**config.mk**
```make
export PLATFORM = sky130hd
export DESIGN_NAME = sync_fifo_prog
export DESIGN_NICKNAME = d
export VERILOG_FILES = /design/src/rtl/fifo_pkg.sv /design/src/rtl/fifo_mem.sv /design/src/rtl/sync_fifo_prog.sv
export SDC_FILE = /design/constraint.sdc
export NUM_CORES = 1
export LEC_CHECK = 0
export CAP_MARGIN = 5
export CORE_UTILIZATION = 45
export DETAILED_ROUTE_END_ITERATION = 8
export PLACE_DENSITY = 0.71
export SLEW_MARGIN = 20
export SYNTH_ARGS = -nofsm -noshare
export SYNTH_HDL_FRONTEND = slang
export SYNTH_SLANG_ARGS = --single-unit
```
**constraint.sdc**
```tcl
create_clock -name clk -period 2.8 [get_ports clk]
set_input_delay 0.56 -clock clk [delete_from_list [all_inputs] [get_ports clk]]
set_output_delay 0.56 -clock clk [all_outputs]
set_load 0.01 [all_outputs]
```
**src/rtl/fifo_pkg.sv**
```systemverilog
// Shared sizing helpers and read-mode constants for the programmable sync FIFO.
package fifo_pkg;

   localparam int unsigned FWFT_OFF = 0;
   localparam int unsigned FWFT_ON  = 1;

   localparam int unsigned ADDRSIZE_DEF = 4;
   localparam int unsigned CNTSIZE_DEF  = ADDRSIZE_DEF + 1;

   function automatic int unsigned fifo_depth(input int unsigned addrsize);
      return 32'(1) << addrsize;
   endfunction

   // Fill level spans 0..DEPTH inclusive, hence one extra bit over the address.
   function automatic int unsigned fifo_cnt_width(input int unsigned addrsize);
      return addrsize + 1;
   endfunction

endpackage

```
**src/rtl/fifo_mem.sv**
```systemverilog
// Simple dual-port storage: one synchronous write port, one asynchronous read port.
module fifo_mem
   import fifo_pkg::*;
#(
   parameter int unsigned DATASIZE = 8,
   parameter int unsigned ADDRSIZE = 4
) (
   input  logic                clk,
   input  logic                i_we,
   input  logic [ADDRSIZE-1:0] i_waddr,
   input  logic [DATASIZE-1:0] i_wdata,
   input  logic [ADDRSIZE-1:0] i_raddr,
   output logic [DATASIZE-1:0] o_rdata
);

   localparam int unsigned DEPTH = fifo_depth(ADDRSIZE);

   logic [DATASIZE-1:0] r_mem [DEPTH];

   always_ff @(posedge clk) begin
      if (i_we) r_mem[i_waddr] <= i_wdata;
   end

   assign o_rdata = r_mem[i_raddr];

endmodule

```
**src/rtl/sync_fifo_prog.sv**
```systemverilog
// Single-clock FIFO with programmable almost-full/empty thresholds, fill level,
// optional first-word-fall-through read and sticky overflow/underflow flags.
module sync_fifo_prog
   import fifo_pkg::*;
#(
   parameter int unsigned DATASIZE = 8,
   parameter int unsigned ADDRSIZE = 4,
   parameter int unsigned FWFT     = FWFT_OFF
) (
   input  logic                  clk,
   input  logic                  rst,
   input  logic [DATASIZE-1:0]   wdata,
   input  logic                  winc,
   output logic                  wfull,
   output logic                  walmost_full,
   output logic [DATASIZE-1:0]   rdata,
   input  logic                  rinc,
   output logic                  rempty,
   output logic                  ralmost_empty,
   output logic [ADDRSIZE:0]     count,
   input  logic [ADDRSIZE:0]     afull_thresh,
   input  logic [ADDRSIZE:0]     aempty_thresh,
   output logic                  overflow,
   output logic                  underflow,
   input  logic                  err_clr
);

   localparam int unsigned DEPTH   = fifo_depth(ADDRSIZE);
   localparam int unsigned CNTSIZE = fifo_cnt_width(ADDRSIZE);

   logic [ADDRSIZE-1:0] r_wptr;
   logic [ADDRSIZE-1:0] r_rptr;
   logic [CNTSIZE-1:0]  r_count;
   logic                r_wfull;
   logic                r_rempty;
   logic                r_walmost_full;
   logic                r_ralmost_empty;
   logic                r_overflow;
   logic                r_underflow;

   logic                w_wr_acc;
   logic                w_rd_acc;
   logic [CNTSIZE-1:0]  w_cnt_nxt;
   logic [DATASIZE-1:0] w_mem_rdata;

   // Acceptance uses the registered flags, i.e. the state before the edge.
   assign w_wr_acc = winc & ~r_wfull;
   assign w_rd_acc = rinc & ~r_rempty;

   always_comb begin
      w_cnt_nxt = r_count;
      if (w_wr_acc && !w_rd_acc)
         w_cnt_nxt = r_count + CNTSIZE'(1);
      else if (!w_wr_acc && w_rd_acc)
         w_cnt_nxt = r_count - CNTSIZE'(1);
   end

   fifo_mem #(
      .DATASIZE (DATASIZE),
      .ADDRSIZE (ADDRSIZE)
   ) u_mem (
      .clk     (clk),
      .i_we    (w_wr_acc),
      .i_waddr (r_wptr),
      .i_wdata (wdata),
      .i_raddr (r_rptr),
      .o_rdata (w_mem_rdata)
   );

   // Flags follow next-state count so they move on the same edge as count.
   always_ff @(posedge clk or posedge rst) begin
      if (rst) begin
         r_wptr          <= '0;
         r_rptr          <= '0;
         r_count         <= '0;
         r_wfull         <= 1'b0;
         r_rempty        <= 1'b1;
         r_walmost_full  <= 1'b0;
         r_ralmost_empty <= 1'b1;
         r_overflow      <= 1'b0;
         r_underflow     <= 1'b0;
      end else begin
         if (w_wr_acc) r_wptr <= r_wptr + ADDRSIZE'(1);
         if (w_rd_acc) r_rptr <= r_rptr + ADDRSIZE'(1);
         r_count         <= w_cnt_nxt;
         r_wfull         <= (w_cnt_nxt == CNTSIZE'(DEPTH));
         r_rempty        <= (w_cnt_nxt == '0);
         r_walmost_full  <= (w_cnt_nxt >= afull_thresh);
         r_ralmost_empty <= (w_cnt_nxt <= aempty_thresh);

         // Setting wins over a same-cycle clear.
         if (winc && r_wfull)   r_overflow  <= 1'b1;
         else if (err_clr)      r_overflow  <= 1'b0;
         if (rinc && r_rempty)  r_underflow <= 1'b1;
         else if (err_clr)      r_underflow <= 1'b0;
      end
   end

   generate
      if (FWFT == FWFT_ON) begin : g_fwft
         // Head of queue presented directly; forced to zero while empty.
         assign rdata = r_rempty ? '0 : w_mem_rdata;
      end else begin : g_std
         logic [DATASIZE-1:0] r_rdata;
         always_ff @(posedge clk or posedge rst) begin
            if (rst)           r_rdata <= '0;
            else if (w_rd_acc) r_rdata <= w_mem_rdata;
         end
         assign rdata = r_rdata;
      end
   endgenerate

   assign wfull         = r_wfull;
   assign rempty        = r_rempty;
   assign walmost_full  = r_walmost_full;
   assign ralmost_empty = r_ralmost_empty;
   assign count         = r_count;
   assign overflow      = r_overflow;
   assign underflow     = r_underflow;

endmodule

```
* Word level (Yosys, flattened, before mapping)
Memory sizes are Yosys's and may differ from the RTL's. A register that Yosys moved wholly into a read port is not among the register bits. Cells that the tools add are included.
Operators by class: add/subtract/negate cells 4, multipliers 0, divide/modulo/power cells 0, magnitude comparators 2, eq/ne operators 1, shifts and indexed selects 0, mux-type cells 7, bitwise gates (word level) 4, reduce and logical (&&, ||, !) cells 9
Operators by type and width (count):
- 2-to-1 mux 5 bit | 2
- adder 4 x 1 -> 4 bit, second input constant | 2
- adder 5 x 1 -> 5 bit, second input constant | 1
- == test 5 bit, second input constant | 1
- >= comparator 5 bit | 1
- less-or-equal comparator 5 bit | 1
- zero test 5 bit | 1
- 2-to-1 mux 1 bit | 5
- subtractor 5 x 1 -> 5 bit, second input constant | 1
- logical AND 1 bit | 4
- nonzero test 2 bit | 2
- bitwise AND 1 bit | 2
- zero test 1 bit | 2
- NOT 1 bit | 2
Word-level totals: register bits after elaboration 19, latch bits 0, memory bits (writable) 128, bits in read-only memories 0, bits of input ports 23, output and inout bits 19, logic and storage cells 37, memories kept 1
Memory list:
- u_mem.r_mem | words 16, width 8, read ports 1, clocked after memory_dff 1, write ports 1, RTL line fifo_mem.sv:18 | logic [DATASIZE-1:0] r_mem [DEPTH];

* Depth between registers and ports, before layout
depth after elaboration 7, mapped depth 12, depth with buffers taken out 10

* By module
From an unflattened synthesis, not the netlist that was laid out.
Second synthesis, totals: cell total of the unflattened synthesis 373, area, all modules 6438.7 sq um
Modules (own cells, without submodules):
- fifo_mem | times used 1, cells an instance 221, area each 4987.3 sq um, seq. area each 3843.7 sq um
- sync_fifo_prog | times used 1, cells an instance 152, area each 1451.4 sq um, seq. area each 678.2 sq um

* Worst setup path after synthesis
OpenSTA, ideal clock, no wires.
path kind input-to-reg, start in rinc, end reg r_ralmost_empty (netlist: ralmost_empty), library setup time 77 ps, arrival time 2349 ps, data required time 2723 ps, slack 374 ps, stages 12, buffers on the path 2, cells stage by stage nor2b_1 -> buf_2 -> clkbuf_1 -> nand2_1 -> o211ai_1 -> o31ai_1 -> ha_1 -> nor2b_1 -> o21a_1 -> o21a_1 -> o21a_1 -> o22ai_1
Between the ends: longest elaborated chain between the ends 5, elaborated cells on any way between the ends 7, classes of those cells order compare: 1; mux: 2; bitwise: 1; reduce/logical: 3
Ends and longest elaborated chain:
- start, declared | RTL line sync_fifo_prog.sv:17 | input logic rinc,
- bitwise AND 1 bit (*) | RTL line sync_fifo_prog.sv:48 | assign w_rd_acc = rinc & ~r_rempty;
- logical AND 1 bit or zero test 1 bit (tied branches) | RTL line sync_fifo_prog.sv:54, sync_fifo_prog.sv:52
- 2-to-1 mux 5 bit or logical AND 1 bit (tied branches) | RTL line sync_fifo_prog.sv:54, sync_fifo_prog.sv:52
- 2-to-1 mux 5 bit (*) | RTL line sync_fifo_prog.sv:52 | if (w_wr_acc && !w_rd_acc)
- via w_cnt_nxt[1] | RTL line sync_fifo_prog.sv:43 | logic [CNTSIZE-1:0] w_cnt_nxt;
- less-or-equal comparator 5 bit (*) | RTL line sync_fifo_prog.sv:89 | r_ralmost_empty <= (w_cnt_nxt <= aempty_thresh);
- end signal, assigned | RTL line sync_fifo_prog.sv:89
- end, declared | RTL line sync_fifo_prog.sv:37 | logic r_ralmost_empty;
Mark *: on every way through the listed nets, which the timed path passes. The rest lies on a longest branch. A chain may end at the register's enable or synchronous reset.

* Final worst setup path
Same ends and word-level chain as after synthesis.

==> impl_metrics.csv <==
group,metric,value,unit
global_route,grt_pass1_wl,19100,um
floorplan,num_rows,43,
finish,antenna_cells,0,
clock_network,post-cts-setup-buffer-count,0,
clock_network,cts_hold_buf,0,
sta,worst_slew_margin_rel,26.0,%
finish,register_area,4520,um2
run_status,status,"complete, no violations",
finish,fin_area,7720,um2
clock_network,cts_tree,"done",
synth,synth_top_area_share,59.9,%
finish,fin_cells,627,
sta,worst_pin_slew,1.11,ns
sta,fin_setup_tns,0,ns
power,irDropWorstVdd,0.627,mV
finish,syn_to_final_growth,20.4,%
drt,wl_per_cell,19.4,um
floorplan,start_util,46.2,%
flow_run,max_cap_viol_count,0,
setup_path,worstSetupStartpointType,"input pin",
clock_network,h-tree-depth,4,
power,p_per_area,995,nW/um2
clock_network,clkLatencyLatePin,0.43,ns
setup_path,cpMostUsedCell,"o21a_1",
synth,yosysWarnings,0,
setup_path,cp_num_cells,10,
sta,finClkSkew,0.00745,ns
setup_path,cp_max_fo,4,
synth,syn_inst,368,
power,p_leak,2.73,nW
finish,fin_nets,474,
setup_path,cp_slowest_cell,"clkdlybuf4s50_1",
sta,fin_crit_sh,87.6,%
drt,dr.pass1.iters,4,
sta,fmax,408,MHz
global_route,grt_overflow_total,0,
clock_network,clockBufferDepth,2,
clock_network,numCtsBuffers,17,
sta,rsz0062_at_grt,"false",
drt,drc,0,
worst_hold_path,min_path_cells,1,
floorplan,die_w,121,um
setup_path,cp_data_required_time,3.15,ns
sta,slew_violations,0,
drt,routed_via_density,5.34,
clock_network,path_clk_slew,0.06,ns
global_route,antenna_found_initial,0,
synth,yosysMostFrequentCell,"edfxtp_1",
sta,hold_ws,0.501,ns
setup_path,crit_type,"in -> reg",
setup_path,cp_cell_sequence,"clkdlybuf4s50_1, nor2b_1, nor2_1, o31ai_1, ha_1, nor2b_1, o21a_1, o21a_1, o21a_1, o22ai_1",
setup_path,cp.arrival,2.80,ns
synth,ys_seq_area_share,70.5,%
finish,fin_util,55.6,%
synth,synthArstFlopShare,17.4,%
sta,setup_viol,0,
drt,vias,3350,
drt,drt_wl_total,12200,um
floorplan,fp.dieH,121,um
setup_path,cp_top_family,"compound AO/OA/AOI/OAI gates",
place,gp_congestion,0.868,
clock_network,clock_sinks,155,
synth,postSynthAreaPerCell,17.4,um2
clock_network,root_buffer,"clkbuf_16",
setup_path,end_kind,"flip-flop",
floorplan,coreArea,13900,um2
floorplan,die_area,14700,um2
synth,yosys-top-cells-count,"128 x edfxtp_1, 32 x mux4_2, 25 x dfrtp_1, 20 x and2_1, 17 x ha_1",
setup_path,critPathMaxStageDelay,0.51,ns
floorplan,ios,42,
global_route,grtUsageTotal,18.5,%
drt,drtIter0Drc,221,
synth,synth_top_cell_by_area,"edfxtp_1",
synth,synth-main-ff-cell,"edfxtp_1",
place,hpwl,8000,um
synth,synth-seq-cells,155,
place,dp.cells,595,
sta,final-hold-violation-count,0,
setup_path,worstRegToRegCells,9,
finish,drive_gt1_share,21.7,%
synth,synth_fp_nets,408,
place,port_buffers,41,
drt,final_antenna_net_count,0,
synth,yosysUniqueCellTypes,35,
global_route,grt_pass1_vias,3459,
place,postPlaceCellArea,7150,um2
synth,netlist_top_cells_area,"edfxtp_1 60%, mux4_2 11%, dfrtp_1 9.8%",
synth,synth_edf_count,128,
global_route,grt_max_degree,28,
sta,fin_crit,2.45,ns
synth,syn_area,6410,um2
clock_network,post_cts_resized,0,
finish,multi_input_area,1750,um2
setup_path,cp.buffers_inverters,1,
finish,nFillCells,1089,
worst_hold_path,hp-class,"reg -> reg",
through the flow:
step / total power [W] / worst slack [ns]
final: 0.00769 / 0.346
after global routing: 0.00809 / 0.134
after CTS: 0.00775 / 0.371
after detailed placement: 0.00558 / -0.0689
after global placement: 0.00552 / 0.00367
after floorplan: 0.00469 / 0.374
layer usage:
layer | routed length (um) | up-vias | global-route usage (%)
met5 | 0 | - | 0
met4 | 131 | 0 | 6.10
met3 | 674 | 12 | 5.55
met2 | 6120 | 101 | 30.7
met1 | 5250 | 1684 | 23.1
li1 | - | 1553 | -
layout by cell type (no fill, tap or decap), types with 2 or more instances in the layout:
cell type	n
a211oi_1	6
a21oi_1	4
and2_1	20
and3_1	3
buf_4	22
clkbuf_16	17
clkdlybuf4s50_1	41
clkinv_4	2
clkinvlp_4	3
dfrtp_1	24
dfstp_2	2
edfxtp_1	128
ha_1	17
inv_1	16
inv_6	4
inv_8	3
mux2_2	6
mux2i_1	4
mux4_2	32
nand2_1	12
nand2b_1	4
nand3_1	2
nand4_1	2
nor2_1	16
nor2b_1	11
nor3_1	4
o21a_1	3
o21ai_0	9
o22ai_1	7
or3_1	3
xnor2_1	8
logic make-up (layout without fill, tap and decap cells):
logic type | count (synthesis) | after routing | share of synthesized area [%]
simple gates | 80 | 80 | 6.71
xor+xnor | 8 | 8 | 1.09
fa+ha+maj | 17 | 17 | 3.32
compound gates | 33 | 33 | 3.26
buf+inv | 33 | 112 | 2.20
mux | 42 | 42 | 12.9
flops | 155 | 155 | 70.5
sequential cells by signal (all words and copies together), names as in the netlist:
signal / count
overflow: 1
rdata: 8
u_mem.r_mem: 128
wfull: 1
rempty: 1
walmost_full: 1
underflow: 1
count: 5
ralmost_empty: 1
r_rptr: 4
r_wptr: 4
path summary, 6_finish.rpt:
path                           start            end  slack [ns]
setup reg to reg            count[0]  ralmost_empty        0.41
max in group asynchronous        rst  ralmost_empty        1.98
hold / removal             r_rptr[3]      r_rptr[3]        0.50
setup / recovery                rinc  ralmost_empty        0.35
min in group asynchronous        rst       count[4]        0.51
hold reg to reg            r_rptr[3]      r_rptr[3]        0.50
power breakdown:
| group | internal, W | leakage (nW) | switching, W | total, W |
|---|---|---|---|---|
| sequential | 0.00287 | 1.48 | 0.000362 | 0.00324 |
| clock | 0.00119 | 0.272 | 0.000979 | 0.00217 |
| combinational | 0.00126 | 0.978 | 0.00102 | 0.00228 |
area by class of cell:
class                           instances  share of cell area (%)
Sequential cell                       155                    58.6
Timing Repair Buffer                   64                    7.71
Multi-Input combinational cell        180                    22.7
Inverter                               16                   0.778
Clock inverter                         14                    1.68
Clock buffer                           18                    5.69
Tap cell                              180                    2.92
(Power assumes the default switching activity.)
